**src/rtl/mux_saidas_display.sv**
```systemverilog
// mux_saidas_display
//   Registered display-source selector for the coffee machine. Picks one of
//   NCH display-code channels by the controller state, blanks unmapped
//   states, and adds per-channel blinking that restarts on every state
//   change so a new message always opens in its visible half.
//
// Ports:
//   clock        in   system clock, rising edge
//   reset        in   synchronous, active-high reset
//   sd_in        in   NCH*DW packed channel codes, channel k = sd_in[k*DW +: DW]
//   estado       in   SW-bit controller state, selects channel estado
//   blink_en     in   NCH per-channel blink enables
//   bits_display out  DW-bit registered display code
//   sel_valid    out  registered, 1 when estado < NCH
//   blink_phase  out  registered, 1 = visible half, 0 = blanked half
module mux_saidas_display #(
  parameter int            NCH       = 5,
  parameter int            SW        = 3,
  parameter int            DW        = 4,
  parameter logic [DW-1:0] BLANK     = {DW{1'b1}},
  parameter int            BLINK_DIV = 25000000
) (
  input  logic                clock,
  input  logic                reset,
  input  logic [NCH*DW-1:0]   sd_in,
  input  logic [SW-1:0]       estado,
  input  logic [NCH-1:0]      blink_en,
  output logic [DW-1:0]       bits_display,
  output logic                sel_valid,
  output logic                blink_phase
);

  // Comparison width wide enough to hold both estado and NCH itself, so
  // that NCH >= 2^SW makes every estado valid instead of wrapping.
  localparam int CLOG_NCH = $clog2(NCH) + 1;
  localparam int CMPW     = (SW > CLOG_NCH) ? SW : CLOG_NCH;
  localparam int CW       = (BLINK_DIV > 1) ? $clog2(BLINK_DIV) : 1;
  localparam logic [CW-1:0]   CNT_LAST = CW'(BLINK_DIV - 1);
  localparam logic [CMPW-1:0] NCH_CMP  = CMPW'(NCH);

  logic [CW-1:0]   cnt_r;
  logic [CW-1:0]   cnt_s;
  logic            phase_s;
  logic [SW-1:0]   estado_prev_r;
  logic [CMPW-1:0] estado_ext_s;
  logic            valid_s;
  logic [DW-1:0]   chan_s;
  logic            blink_s;
  logic [DW-1:0]   display_s;

  // Blink counter / phase next state; a state change outranks a wrap.
  always_comb begin
    cnt_s   = cnt_r;
    phase_s = blink_phase;
    if (estado != estado_prev_r) begin
      cnt_s   = {CW{1'b0}};
      phase_s = 1'b1;
    end else if (cnt_r == CNT_LAST) begin
      cnt_s   = {CW{1'b0}};
      phase_s = ~blink_phase;
    end else begin
      cnt_s   = cnt_r + CW'(1);
      phase_s = blink_phase;
    end
  end

  // Channel select and display code; blanking uses the next-state phase so
  // bits_display and blink_phase change together.
  always_comb begin
    estado_ext_s = CMPW'(estado);
    valid_s      = (estado_ext_s < NCH_CMP);
    chan_s       = BLANK;
    blink_s      = 1'b0;
    for (int k = 0; k < NCH; k++) begin
      chan_s  = (estado_ext_s == CMPW'(k)) ? sd_in[k*DW +: DW] : chan_s;
      blink_s = (estado_ext_s == CMPW'(k)) ? blink_en[k]       : blink_s;
    end
    if (!valid_s) begin
      display_s = BLANK;
    end else if (blink_s && !phase_s) begin
      display_s = BLANK;
    end else begin
      display_s = chan_s;
    end
  end

  // Output, counter and previous-state registers with synchronous reset.
  always_ff @(posedge clock) begin
    if (reset) begin
      bits_display  <= BLANK;
      sel_valid     <= 1'b0;
      blink_phase   <= 1'b1;
      cnt_r         <= {CW{1'b0}};
      estado_prev_r <= {SW{1'b0}};
    end else begin
      bits_display  <= display_s;
      sel_valid     <= valid_s;
      blink_phase   <= phase_s;
      cnt_r         <= cnt_s;
      estado_prev_r <= estado;
    end
  end

endmodule

```
**config.mk**
```make
export PLATFORM = sky130hd
export DESIGN_NAME = mux_saidas_display
export DESIGN_NICKNAME = d
export VERILOG_FILES = /design/src/rtl/mux_saidas_display.sv
export SDC_FILE = /design/constraint.sdc
export NUM_CORES = 1
export LEC_CHECK = 0
export ABC_AREA = 0
export BUFFER_PORTS_ARGS = -buffer_cell sky130_fd_sc_hd__buf_2
export CAP_MARGIN = 20
export CORE_MARGIN = 3
export CORE_UTILIZATION = 35
export CTS_CLUSTER_DIAMETER = 100
export DETAILED_ROUTE_END_ITERATION = 8
export HOLD_SLACK_MARGIN = 0.1
export SETUP_SLACK_MARGIN = 0.4
export SYNTH_ARGS = -nofsm -noshare
export SYNTH_HDL_FRONTEND = slang
export SYNTH_SLANG_ARGS = --single-unit
```
**constraint.sdc**
```tcl
create_clock -name clock -period 1.8 [get_ports clock]
set_input_delay 0.45 -clock clock [delete_from_list [all_inputs] [get_ports clock]]
set_output_delay 0.45 -clock clock [all_outputs]
set_load 0.005 [all_outputs]
```
; ---- After elaboration in Yosys (flattened, before gate mapping)
; Index checks and enable logic that the tools add are counted.
[totals]
input_bits = 30
ff_bits = 34
elab_cells = 32
output_inout_bits = 6
[classes]
add_sub_neg = 1
eq_ne = 6
reduce_logical = 5
muxes = 12
magnitude_cmp = 1
bitwise_logic = 2
[op_table]
columns = op, n
row1 = "adder 25 x 1 -> 25 bit, second input constant", 1
row2 = "equality test 25 bit, second input constant", 1
row3 = 2-to-1 mux 4 bit, 5
row4 = 2-to-1 mux 1 bit, 7
row5 = "equality test 3 x 2 -> 1 bit, second input constant", 2
row6 = OR reduction 3 bit, 2
row7 = "equality test 3 x 1 -> 1 bit, second input constant", 1
row8 = "equality test 3 bit, second input constant", 1
row9 = logical NOT 3 bit, 1
row10 = "less-than comparator 3 bit, second input constant", 1
row11 = != test 3 bit, 1
row12 = NOT 1 bit, 2
row13 = logical AND 1 bit, 1
row14 = logical NOT 1 bit, 1

; ---- Depth between registers and ports, before layout
[logic_depth]
depth_word = 8
ltp_mapped = 7
depth_no_buf = 5

; ---- Worst setup path after synthesis
; Ideal clock, no wire load.
[synth_path]
kind = flip-flop to flip-flop
start = register cnt_r[0]
end = register bits_display[1]
arrival_ps = 1551
setup_ps = 120
synth_period_minus_slack_ps = 1671
path_stages_with_launch = 6
t_required_ps = 1680
path_slack_ps = 129
path_buffers = 0
path_cell_list = dfxtp_1 > ha_1 > nand3_2 > or4_4 > a31oi_2 > nand2_1
[synth_via]
elab_chain_cells = 6
[synth_rtl]
columns = element, line_no
row1 = start: declaration, 41  ; logic [CW-1:0] cnt_r;
row2 = start signal: assignment, 93  ; cnt_r <= {CW{1'b0}};
row3 = start signal: assignment, 99  ; cnt_r <= cnt_s;
row4 = equality test 25 bit, 58  ; end else if (cnt_r == CNT_LAST) begin
row5 = 2-to-1 mux 1 bit, 58
row6 = 2-to-1 mux 1 bit, 55  ; if (estado != estado_prev_r) begin
row7 = logical NOT 1 bit, 80  ; end else if (blink_s && !phase_s) begin
row8 = logical AND 1 bit, 80
row9 = OR reduction 3 bit (no line), n/a
row10 = end signal: assignment, 96  ; bits_display <= display_s;
row11 = end: declaration, 28  ; output logic [DW-1:0] bits_display,
; Every way passes these cells.
; A chain may end at the register's enable or synchronous reset.

; ---- Worst setup path after layout
[layout_path]
start = register cnt_r[19]
end = register bits_display[0]
; The elaborated chain is that of the path after synthesis.

==> results.md <==
- Fill cells: 426
- CP Buf/Inv Count: 0
- Worst slew pin tran: 0.324 ns
- Post-Synthesis Cells: 182
- Synthesized area: 1640 um2
- Fmax: 619 MHz
- Area delta synth->final: 31.2%
- Footprint of the multi-input gates: 1010 um2
- YS warnings: 0
- Count of flip-flops with a built-in enable after synthesis: 0
- Nets: 258
- PortBufs: 35
- Final core area utilization: 48.4%
- RSZ-0062 raised after global routing: yes
- Post-Synth Adder-Cell Area: 0.764%
- Yosys reg bits: 34
- TritonCTS buffer count: 5
- Crit path launch type: register
- Power Density: 676 nW/um2
- IO Pins: 36
- Worst r2r src: cnt_r[19]$_SDFF_PP0_
- CP Class: register to register
- Largest family of logic cells by synthesized area: simple AND/OR/NAND/NOR gates
- Non-Filler Instances: 280
- H-Tree Depth: 2
- Core area: 4440 um2
- Reg-to-reg endpoint: bits_display[0]$_SDFF_PP1_
- Critical Path Sink Type: register
- Mapped Nets: 213
- Slew headroom: 78.3%
- Vias in the first global route: 1470
- Drt total wl: 3660 um
- # setup viols final: 0
- Status: completed
- Simple-gate share of the synthesized area: 29.6%
- Largest net degree at the start of global routing: 26
- Worst vdd ir: 0.538 mV
- Total grt overflow: 0
- Period Utilization, post-route: 89.7%
- Antenna diodes: 0
- Initial drt markers: 80
- # rows: 24
- Sum Neg Setup Slack: 0 ns
- Starting Density: 36.9%
- Worst r2r path cells: 5
- Die Ht: 74.4 um
- Reg-to-reg setup timing slack: 0.19 ns
- GRT Util Overall: 14.5%
- CTS tree: built
- Worst Hold Depth: 2
- Max-Cap Viols: 0
- Worst-path clk slew: 0.07 ns
- Die footprint: 5540 um2
- Initial antenna violation count: 0
- Asr flop ratio synth: 0%
- Placer Congestion: 0.773
- Detail Placement HPWL: 2530 um
- DRT Pass-1 Iters: 4
- First-pass GRT wire length: 6290 um
- Fraction of layout cells with a size suffix above 1: 39.0%
- Residual DRC: 0
- Max clock buf depth: 2
- CTS Root Cell: clkbuf_8
- WL/cell: 13.1 um
- Slowest stage delay, CP: 0.55 ns
- Final Max Tran Viols: 0
- Static Leakage: 0.799 nW
- Hold Startpoint: reset
- Arr. time, crit path: 1.79 ns
- Compound-cell area share of the yosys netlist: 5.58%
- ANT nets after route: 0
- Dominant synthesized flop cell: dfxtp_1
- Critical path, cell by cell: and4_4, nand2_4, or4_4, a31oi_4, nand2_1
- Clock Latency Late Sink: 0.28 ns
- Seq. cell area: 702 um2
- Period minus WS final: 1.61 ns
- Via/cell ratio: 5.12
- Post-CTS Hold Buffers: 0
- CP required: 1.97 ns
- Xor and xnor area share after synthesis: 13.9%
- Final hold vios: 0
- Register area share after synthesis: 41.6%
- Slowest-stage cell, CP: or4_4
- Die W: 74.4 um
- Placed cells: 267
- Top delay family on crit path: simple AND/OR/NAND/NOR gates
- Clock sinks: 34
- Hold EP: estado_prev_r[1]$_SDFF_PP0_
- Mux share of post-synthesis cell area: 5.35%
- Vias after detailed routing: 1433
- Syn_area_per_cell: 9.00 um2
- Hold Crit Class: primary input to register
- Maximum fanout along the worst path: 4
- Clk_skew: 0.00328 ns
- Post-synth cell types: 33
==> layer usage <==
metal  global-route usage (%)  share of wire (%)  vias to the layer above
met3                     4.19                4.8                        9
li1                         -                  -                      724
met4                     6.72                2.1                        0
met5                        0                  0                        -
met1                     17.3                 44                      664
met2                     24.2                 50                       36
==> worst reg2reg max path, stage by stage, from the launching register on <==
cell	delay (ns)
dfxtp_4	0.37
and4_4	0.25
nand2_4	0.08
or4_4	0.55
a31oi_4	0.18
nand2_1	0.08
==> Yosys cell counts, types with 5 or more instances <==
library cell | instances | area [um2]
nand4_1 | 6 | 37.5
nor2b_1 | 6 | 37.5
nor2_1 | 30 | 113
nand3_1 | 13 | 65.1
xnor2_1 | 15 | 131
dfxtp_1 | 34 | 681
and3_1 | 6 | 37.5
nand2_1 | 9 | 33.8
nor4_1 | 5 | 31.3
clkbuf_1 | 6 | 22.5
xor2_1 | 11 | 96.3
==> kinds of logic after synthesis <==
group | Yosys count
XOR/XNOR | 26
adder cells (fa/ha/maj) | 1
buffers and inverters | 11
flip-flops | 34
AO/OA/AOI/OAI | 13
multiplexers | 6
AND/OR/NAND/NOR | 91
==> cell usage in the layout, fill, tap and decap left out, types with 3 or more instances in the layout <==
cell type	synthesis	final
nor2b_1	6	6
nand2_1	9	7
and3_1	6	5
dfxtp_2	0	8
nor2_1	30	30
buf_2	0	35
o22ai_1	4	4
clkbuf_8	0	6
nand3_1	13	12
buf_4	3	11
dfxtp_4	0	3
nand4_1	6	6
dfxtp_1	34	23
nand2b_1	3	3
xor2_1	11	11
nor4_2	0	4
xnor2_1	15	15
==> where the power goes <==
part	switching (mW)	internal [mW]	leakage (nW)	total, mW
registers	0.00463	0.759	0.282	0.763
clock network	0.260	0.308	0.0482	0.568
logic	0.0545	0.0670	0.469	0.122
==> flip-flops by register name, indices dropped and copies added (netlist names) <==
signal	flops
bits_display	4
blink_phase	1
cnt_r	25
estado_prev_r	3
sel_valid	1
==> stage by stage <==
stage	hold WS (ns)	area [um2]	power [mW]	setup WS, ns
floorplan	0.426	1700	0.858	0.266
global placement	0.451	1940	0.906	0.189
global route	0.390	2150	1.53	0.0961
detailed placement	0.460	1940	0.908	0.139
finish	0.380	2150	1.45	0.186
CTS	0.381	2100	1.48	0.191
==> worst max path at each step <==
stage	start	endpoint	slack, ns	cells past startpoint
2_1_floorplan	cnt_r[11]$_SDFF_PP0_	bits_display[1]$_SDFF_PP1_	0.27	6
3_3_place_gp	cnt_r[20]$_SDFF_PP0_	bits_display[1]$_SDFF_PP1_	0.19	5
3_5_place_dp	cnt_r[20]$_SDFF_PP0_	bits_display[0]$_SDFF_PP1_	0.14	5
4_1_cts	cnt_r[17]$_SDFF_PP0_	bits_display[0]$_SDFF_PP1_	0.19	5
5_1_grt	cnt_r[17]$_SDFF_PP0_	bits_display[2]$_SDFF_PP1_	0.1	5
6_report	cnt_r[19]$_SDFF_PP0_	bits_display[0]$_SDFF_PP1_	0.19	5
==> layout make-up <==
type	count	area share, %
inverter	2	0.349
timing repair buffer	47	12.9
tap	52	3.03
sequential	34	32.7
multi-input combinational	137	46.8
clock buffer	7	4.02
clock inverter	1	0.233
==> what timing repair did <==
| item | in CTS | in global routing |
|---|---|---|
| pin swaps | 2 | 3 |
| resized for setup | 13 | 7 |
| buffers inserted | 2 | 3 |
| endpoints found under the setup margin | 30 | 30 |
Note: power is estimated with default switching activity, not from simulation.
